**src/rtl/sram_frame_tx.sv**
```systemverilog
// Frame transmitter: reads WORDS 32-bit words from fabric SRAM and streams
// SYNC, LEN, data bytes (MSB first) and an XOR checksum to a UART, framing RS485 DE.
module sram_frame_tx #(
    parameter logic [7:0] SYNC_BYTE = 8'hA5,
    parameter int         WORDS     = 32
) (
    input  logic        CLK,
    input  logic        RESETn,
    input  logic        start,
    output logic [4:0]  ram_raddr,
    input  logic [31:0] ram_rdata,
    output logic [7:0]  tx_data,
    output logic        tx_valid,
    input  logic        tx_ready,
    input  logic        tx_idle,
    output logic        rs485_de,
    output logic        busy,
    output logic        done
);

    localparam logic [7:0] LEN_BYTE  = 8'((WORDS * 4) % 256);
    localparam logic [4:0] LAST_WORD = 5'(WORDS - 1);

    typedef enum logic [3:0] {
        IDLE    = 4'd0,
        SYNC    = 4'd1,
        LEN     = 4'd2,
        RD_REQ  = 4'd3,
        RD_WAIT = 4'd4,
        DATA    = 4'd5,
        CSUM    = 4'd6,
        DRAIN   = 4'd7,
        FIN     = 4'd8
    } state_t;

    state_t      state_r, state_s;
    logic [4:0]  word_cnt_r, word_cnt_s;
    logic [1:0]  byte_cnt_r, byte_cnt_s;
    logic [31:0] shift_r, shift_s;
    logic [7:0]  csum_r, csum_s;
    logic [4:0]  raddr_r, raddr_s;
    logic        valid_r, valid_s;
    logic        de_r, de_s;
    logic        busy_r, busy_s;
    logic        done_r, done_s;
    logic        xfer_s;

    // The outgoing byte always sits in shift_r[31:24], so SYNC, LEN and CSUM
    // are loaded into the same register the data words shift through.
    assign xfer_s = valid_r & tx_ready;

    // Next-state and next-output logic for the frame sequencer.
    always_comb begin
        state_s    = state_r;
        word_cnt_s = word_cnt_r;
        byte_cnt_s = byte_cnt_r;
        shift_s    = shift_r;
        csum_s     = csum_r;
        raddr_s    = raddr_r;
        valid_s    = valid_r;
        de_s       = de_r;
        busy_s     = busy_r;
        done_s     = 1'b0;
        case (state_r)
            IDLE: begin
                if (start) begin
                    state_s    = SYNC;
                    busy_s     = 1'b1;
                    de_s       = 1'b1;
                    valid_s    = 1'b1;
                    shift_s    = {SYNC_BYTE, 24'h000000};
                    csum_s     = 8'h00;
                    word_cnt_s = 5'd0;
                    byte_cnt_s = 2'd0;
                end else begin
                    state_s = IDLE;
                end
            end
            SYNC: begin
                if (xfer_s) begin
                    state_s = LEN;
                    shift_s = {LEN_BYTE, 24'h000000};
                end else begin
                    state_s = SYNC;
                end
            end
            LEN: begin
                if (xfer_s) begin
                    csum_s  = csum_r ^ shift_r[31:24];
                    valid_s = 1'b0;
                    raddr_s = word_cnt_r;
                    state_s = RD_REQ;
                end else begin
                    state_s = LEN;
                end
            end
            RD_REQ: begin
                state_s = RD_WAIT;
            end
            RD_WAIT: begin
                shift_s    = ram_rdata;
                byte_cnt_s = 2'd0;
                valid_s    = 1'b1;
                state_s    = DATA;
            end
            DATA: begin
                if (xfer_s) begin
                    csum_s = csum_r ^ shift_r[31:24];
                    if (byte_cnt_r == 2'd3) begin
                        if (word_cnt_r == LAST_WORD) begin
                            shift_s = {csum_r ^ shift_r[31:24], 24'h000000};
                            state_s = CSUM;
                        end else begin
                            word_cnt_s = word_cnt_r + 5'd1;
                            raddr_s    = word_cnt_r + 5'd1;
                            valid_s    = 1'b0;
                            state_s    = RD_REQ;
                        end
                    end else begin
                        byte_cnt_s = byte_cnt_r + 2'd1;
                        shift_s    = {shift_r[23:0], 8'h00};
                    end
                end else begin
                    state_s = DATA;
                end
            end
            CSUM: begin
                if (xfer_s) begin
                    valid_s = 1'b0;
                    state_s = DRAIN;
                end else begin
                    state_s = CSUM;
                end
            end
            DRAIN: begin
                // Hold the RS485 driver on until the UART shifter has emptied.
                if (tx_idle) begin
                    de_s    = 1'b0;
                    busy_s  = 1'b0;
                    done_s  = 1'b1;
                    state_s = FIN;
                end else begin
                    state_s = DRAIN;
                end
            end
            FIN: begin
                state_s = IDLE;
            end
            default: begin
                state_s = IDLE;
                valid_s = 1'b0;
                de_s    = 1'b0;
                busy_s  = 1'b0;
            end
        endcase
    end

    // State and registered-output flops; reset aborts any frame in flight.
    always_ff @(posedge CLK or negedge RESETn) begin
        if (!RESETn) begin
            state_r    <= IDLE;
            word_cnt_r <= 5'd0;
            byte_cnt_r <= 2'd0;
            shift_r    <= 32'h00000000;
            csum_r     <= 8'h00;
            raddr_r    <= 5'd0;
            valid_r    <= 1'b0;
            de_r       <= 1'b0;
            busy_r     <= 1'b0;
            done_r     <= 1'b0;
        end else begin
            state_r    <= state_s;
            word_cnt_r <= word_cnt_s;
            byte_cnt_r <= byte_cnt_s;
            shift_r    <= shift_s;
            csum_r     <= csum_s;
            raddr_r    <= raddr_s;
            valid_r    <= valid_s;
            de_r       <= de_s;
            busy_r     <= busy_s;
            done_r     <= done_s;
        end
    end

    assign ram_raddr = raddr_r;
    assign tx_data   = shift_r[31:24];
    assign tx_valid  = valid_r;
    assign rs485_de  = de_r;
    assign busy      = busy_r;
    assign done      = done_r;

endmodule

```
**config.mk**
```make
export PLATFORM = sky130hd
export DESIGN_NAME = sram_frame_tx
export DESIGN_NICKNAME = d
export VERILOG_FILES = /design/src/rtl/sram_frame_tx.sv
export SDC_FILE = /design/constraint.sdc
export NUM_CORES = 1
export LEC_CHECK = 0
export BUFFER_PORTS_ARGS = -buffer_cell sky130_fd_sc_hd__buf_2
export CELL_PAD_IN_SITES_DETAIL_PLACEMENT = 1
export CELL_PAD_IN_SITES_GLOBAL_PLACEMENT = 1
export CORE_UTILIZATION = 36
export CTS_CLUSTER_SIZE = 40
export DETAILED_ROUTE_END_ITERATION = 8
export GPL_TIMING_DRIVEN = 0
export PLACE_DENSITY = 0.72
export SETUP_SLACK_MARGIN = 0.02
export SLEW_MARGIN = 20
export SYNTH_ARGS = -nofsm -noshare
export SYNTH_HDL_FRONTEND = slang
export SYNTH_SLANG_ARGS = --single-unit
```
**constraint.sdc**
```tcl
create_clock -name CLK -period 3.8 [get_ports CLK]
set_clock_uncertainty 0.15 [all_clocks]
set_input_delay 0.57 -clock CLK [delete_from_list [all_inputs] [get_ports CLK]]
set_output_delay 0.57 -clock CLK [all_outputs]
set_load 0.05 [all_outputs]
```
==> results.sh <==
export IMPL_status="finished clean"
export IMPL_diodes=0
export IMPL_setup_violations=0
export IMPL_worstSetupStartpointType="flop"
export IMPL_cts_hold_buf=0
export IMPL_cts_sinks=59
export IMPL_nets=410
export IMPL_post_place_ws_ps=1146
export IMPL_r2r_setup_slack_ps=1130
export IMPL_clk_latency_ps=350
export IMPL_syn_to_final_growth_pct=17.85
export IMPL_cts_buffer_depth=2
export IMPL_vdd_drop_max_mv=0.2776
export IMPL_core_area_um2=8678
export IMPL_hp_class="primary input to async pin"
export IMPL_overflow=0
export IMPL_slew_headroom_pct=44.57
export IMPL_final_cell_mix="61 x buf_2, 59 x dfrtp_1, 25 x a22o_1"
export IMPL_rsz0062_at_grt="false"
export IMPL_place_hpwl_mm=5.872
export IMPL_dp_cells=465
export IMPL_hold_violations=0
export IMPL_fin_ws_ps=1132
export IMPL_chipHeight_um=96.33
export IMPL_final_cells=481
export IMPL_crit_slowest_cell="dfrtp_1"
export IMPL_synth_top_area_share_pct=46.09
export IMPL_wl_mm=8.343
export IMPL_crit_chain="ha_1, and3_1, ha_1, and3b_1, o21ai_1, o311ai_2, buf_2, buf_2, o2bb2ai_1"
export IMPL_crit_path_end_kind="flop"
export IMPL_slowest_delay_ps=430
export IMPL_drt_initial_drc_count=116
export IMPL_fillers=1004
export IMPL_cellLeakagePower_nw=1.744
export IMPL_critPathKind="flop to flop"
export IMPL_post_route_period_util_pct=70.22
export IMPL_grt_first_pass_wirelength_mm=13.90
export IMPL_synth_area_per_cell_um2=10.54
export IMPL_ys_types=53
export IMPL_cts_root_buf="clkbuf_8"
export IMPL_synth_warnings=0
export IMPL_netlist_area_um2=3203
export IMPL_syn_nets=346
export IMPL_fin_setup_tns_ps=0
export IMPL_gp_congestion=0.8194
export IMPL_port_buffers=53
export IMPL_grtUsageTotal_pct=20.12
export IMPL_vias=2641
export IMPL_path_clk_slew_ps=70
export IMPL_synth_ff_type="dfrtp_1"
export IMPL_drive_gt1_share_pct=28.69
export IMPL_start_util_pct=36.91
export IMPL_crit_family="buffers and inverters"
export IMPL_synth_edf_count=0
export IMPL_ys_ff_latch=59
export IMPL_htree_num_levels=3
export IMPL_final_max_slew_viol_count=0
export IMPL_cts_resized=0
export IMPL_cp_num_buf_inv=2
export IMPL_numCtsBuffers=9
export IMPL_fin_util_pct=43.50
export IMPL_cp_arrival_ps=2790
export IMPL_die_x_um=96.33
export IMPL_r2r_start="word_cnt_r[0]"
export IMPL_routedWlPerCell_um=17.35
export IMPL_max_slew_worst_pin_slew_ps=827.8
export IMPL_cts_setup_buffers=0
export IMPL_drv_cap=0
export IMPL_io_pins=54
export IMPL_max_freq_mhz=374.7
export IMPL_drc=0
export IMPL_ant_nets=0
export IMPL_first_global_vias=2673
export IMPL_ys_seq_area_share_pct=46.09
export IMPL_dieArea_um2=9279
export IMPL_multiInputGateArea_um2=1520
export IMPL_antenna_found_initial=0
export IMPL_cp_required_ps=3920
export IMPL_min_period_ps=2668
export IMPL_power_density_nw_per_um2=881.3
export IMPL_cts_tree="yes"
export IMPL_final_common_cell="buf_2"
export IMPL_total_power_mw=3.327
export IMPL_synth_top_cell_by_area="dfrtp_1"
export IMPL_synthArstFlopShare_pct=100.0
export IMPL_ff_latch_area_um2=1476
export IMPL_worstPathMaxFanout=10
export IMPL_r2r_worst_path_cells=9
export IMPL_grt_max_degree=60
export IMPL_timing_rr_end="shift_r[14]"
export IMPL_rows=34
export IMPL_synthesis_instances=304
export IMPL_dr_pass1_iters=4
export IMPL_viasPerCell=5.491
export IMPL_synthTopCellsByArea="dfrtp_1 46%, a22o_1 6.8%, o2bb2ai_1 4.6%"
## final cells by class
type                            instances  share of cell area (%)
Timing Repair Buffer                   53                   7.093
Multi-Input combinational cell        204                   40.27
Buffer                                 29                   4.276
Clock inverter                          7                   1.193
Clock buffer                            9                   3.281
Inverter                               12                   1.193
Tap cell                              108                   3.580
Sequential cell                        59                   39.11
## synthesized netlist by cell type, types with 2 or more instances
library cell	n
nand2b_1	4
a21oi_1	11
a211oi_1	2
mux2i_1	4
nor2_1	13
o2bb2ai_1	17
buf_1	2
a22oi_1	16
dfrtp_1	59
clkbuf_1	8
inv_1	12
and4_1	2
buf_4	9
xor2_1	3
a22o_1	25
o211ai_1	2
mux2_2	8
mux2_4	4
nand2_1	15
nor2b_1	5
buf_2	9
ha_1	5
and3_1	3
nor3_1	2
xnor2_1	6
o221ai_1	2
o21ai_0	19
nand3_1	10
nand4b_1	3
## stage by stage
stage / area (um2) / hold WS [ps]
6_report: 3775 / 137.4
5_1_grt: 3775 / 208.0
4_1_cts: 3775 / 173.7
3_5_place_dp: 3606 / 325.4
3_3_place_gp: 3603 / 321.3
2_1_floorplan: 3203 / 124.4
## report_power, final
part | leakage, nW | internal (mW) | total [mW] | switching [mW]
sequential | 0.768 | 0.882 | 1.09 | 0.212
combinational | 0.900 | 0.673 | 1.73 | 1.06
clock | 0.0770 | 0.232 | 0.504 | 0.272
## worst max path at each step
stage	cells after the start	slack [ps]	endpoint	from
6_report	9	1130	shift_r[14]	word_cnt_r[0]
5_1_grt	9	970	shift_r[14]	word_cnt_r[0]
4_1_cts	9	1130	shift_r[14]	word_cnt_r[0]
3_5_place_dp	9	1150	shift_r[14]	word_cnt_r[0]
3_3_place_gp	8	1170	shift_r[24]	word_cnt_r[0]
2_1_floorplan	8	1530	shift_r[24]	word_cnt_r[0]
## sequential cells by signal, indices dropped and copies added, names as in the netlist
| name | cells |
|---|---|
| shift_r | 32 |
| csum_r | 8 |
| ram_raddr | 5 |
| word_cnt_r | 5 |
| state_r | 4 |
| byte_cnt_r | 2 |
| busy | 1 |
| done | 1 |
| tx_valid | 1 |
## logic make-up (layout without fill, tap and decap cells)
group	count (synthesis)	after routing	synth area share, %
XOR/XNOR	9	9	2.461
multiplexers	16	16	5.938
buffers and inverters	41	110	6.445
AO/OA/AOI/OAI	106	106	25.04
AND/OR/NAND/NOR	68	68	12.07
adder cells (fa/ha/maj)	5	5	1.953
flip-flops	59	59	46.09
## layer usage
metal / vias to the layer above / wire length, um / track usage, % / part of all wire (%)
met1: 1307 / 4188 / 29.01 / 50
met4: 0 / 147 / 7.721 / 1.8
met2: 68 / 3687 / 30.14 / 44
li1: 1255 / - / - / -
met3: 11 / 319 / 3.160 / 3.8
met5: - / 0 / 0 / 0
## worst register-to-register path, cell delays in order, from the launching register on
cell and delay, ps:
dfrtp_1 430, ha_1 260, and3_1 210, ha_1 210
and3b_1 210, o21ai_1 80, o311ai_2 200, buf_2 410
buf_2 280, o2bb2ai_1 150
Note: power is estimated with default switching activity, not from simulation.
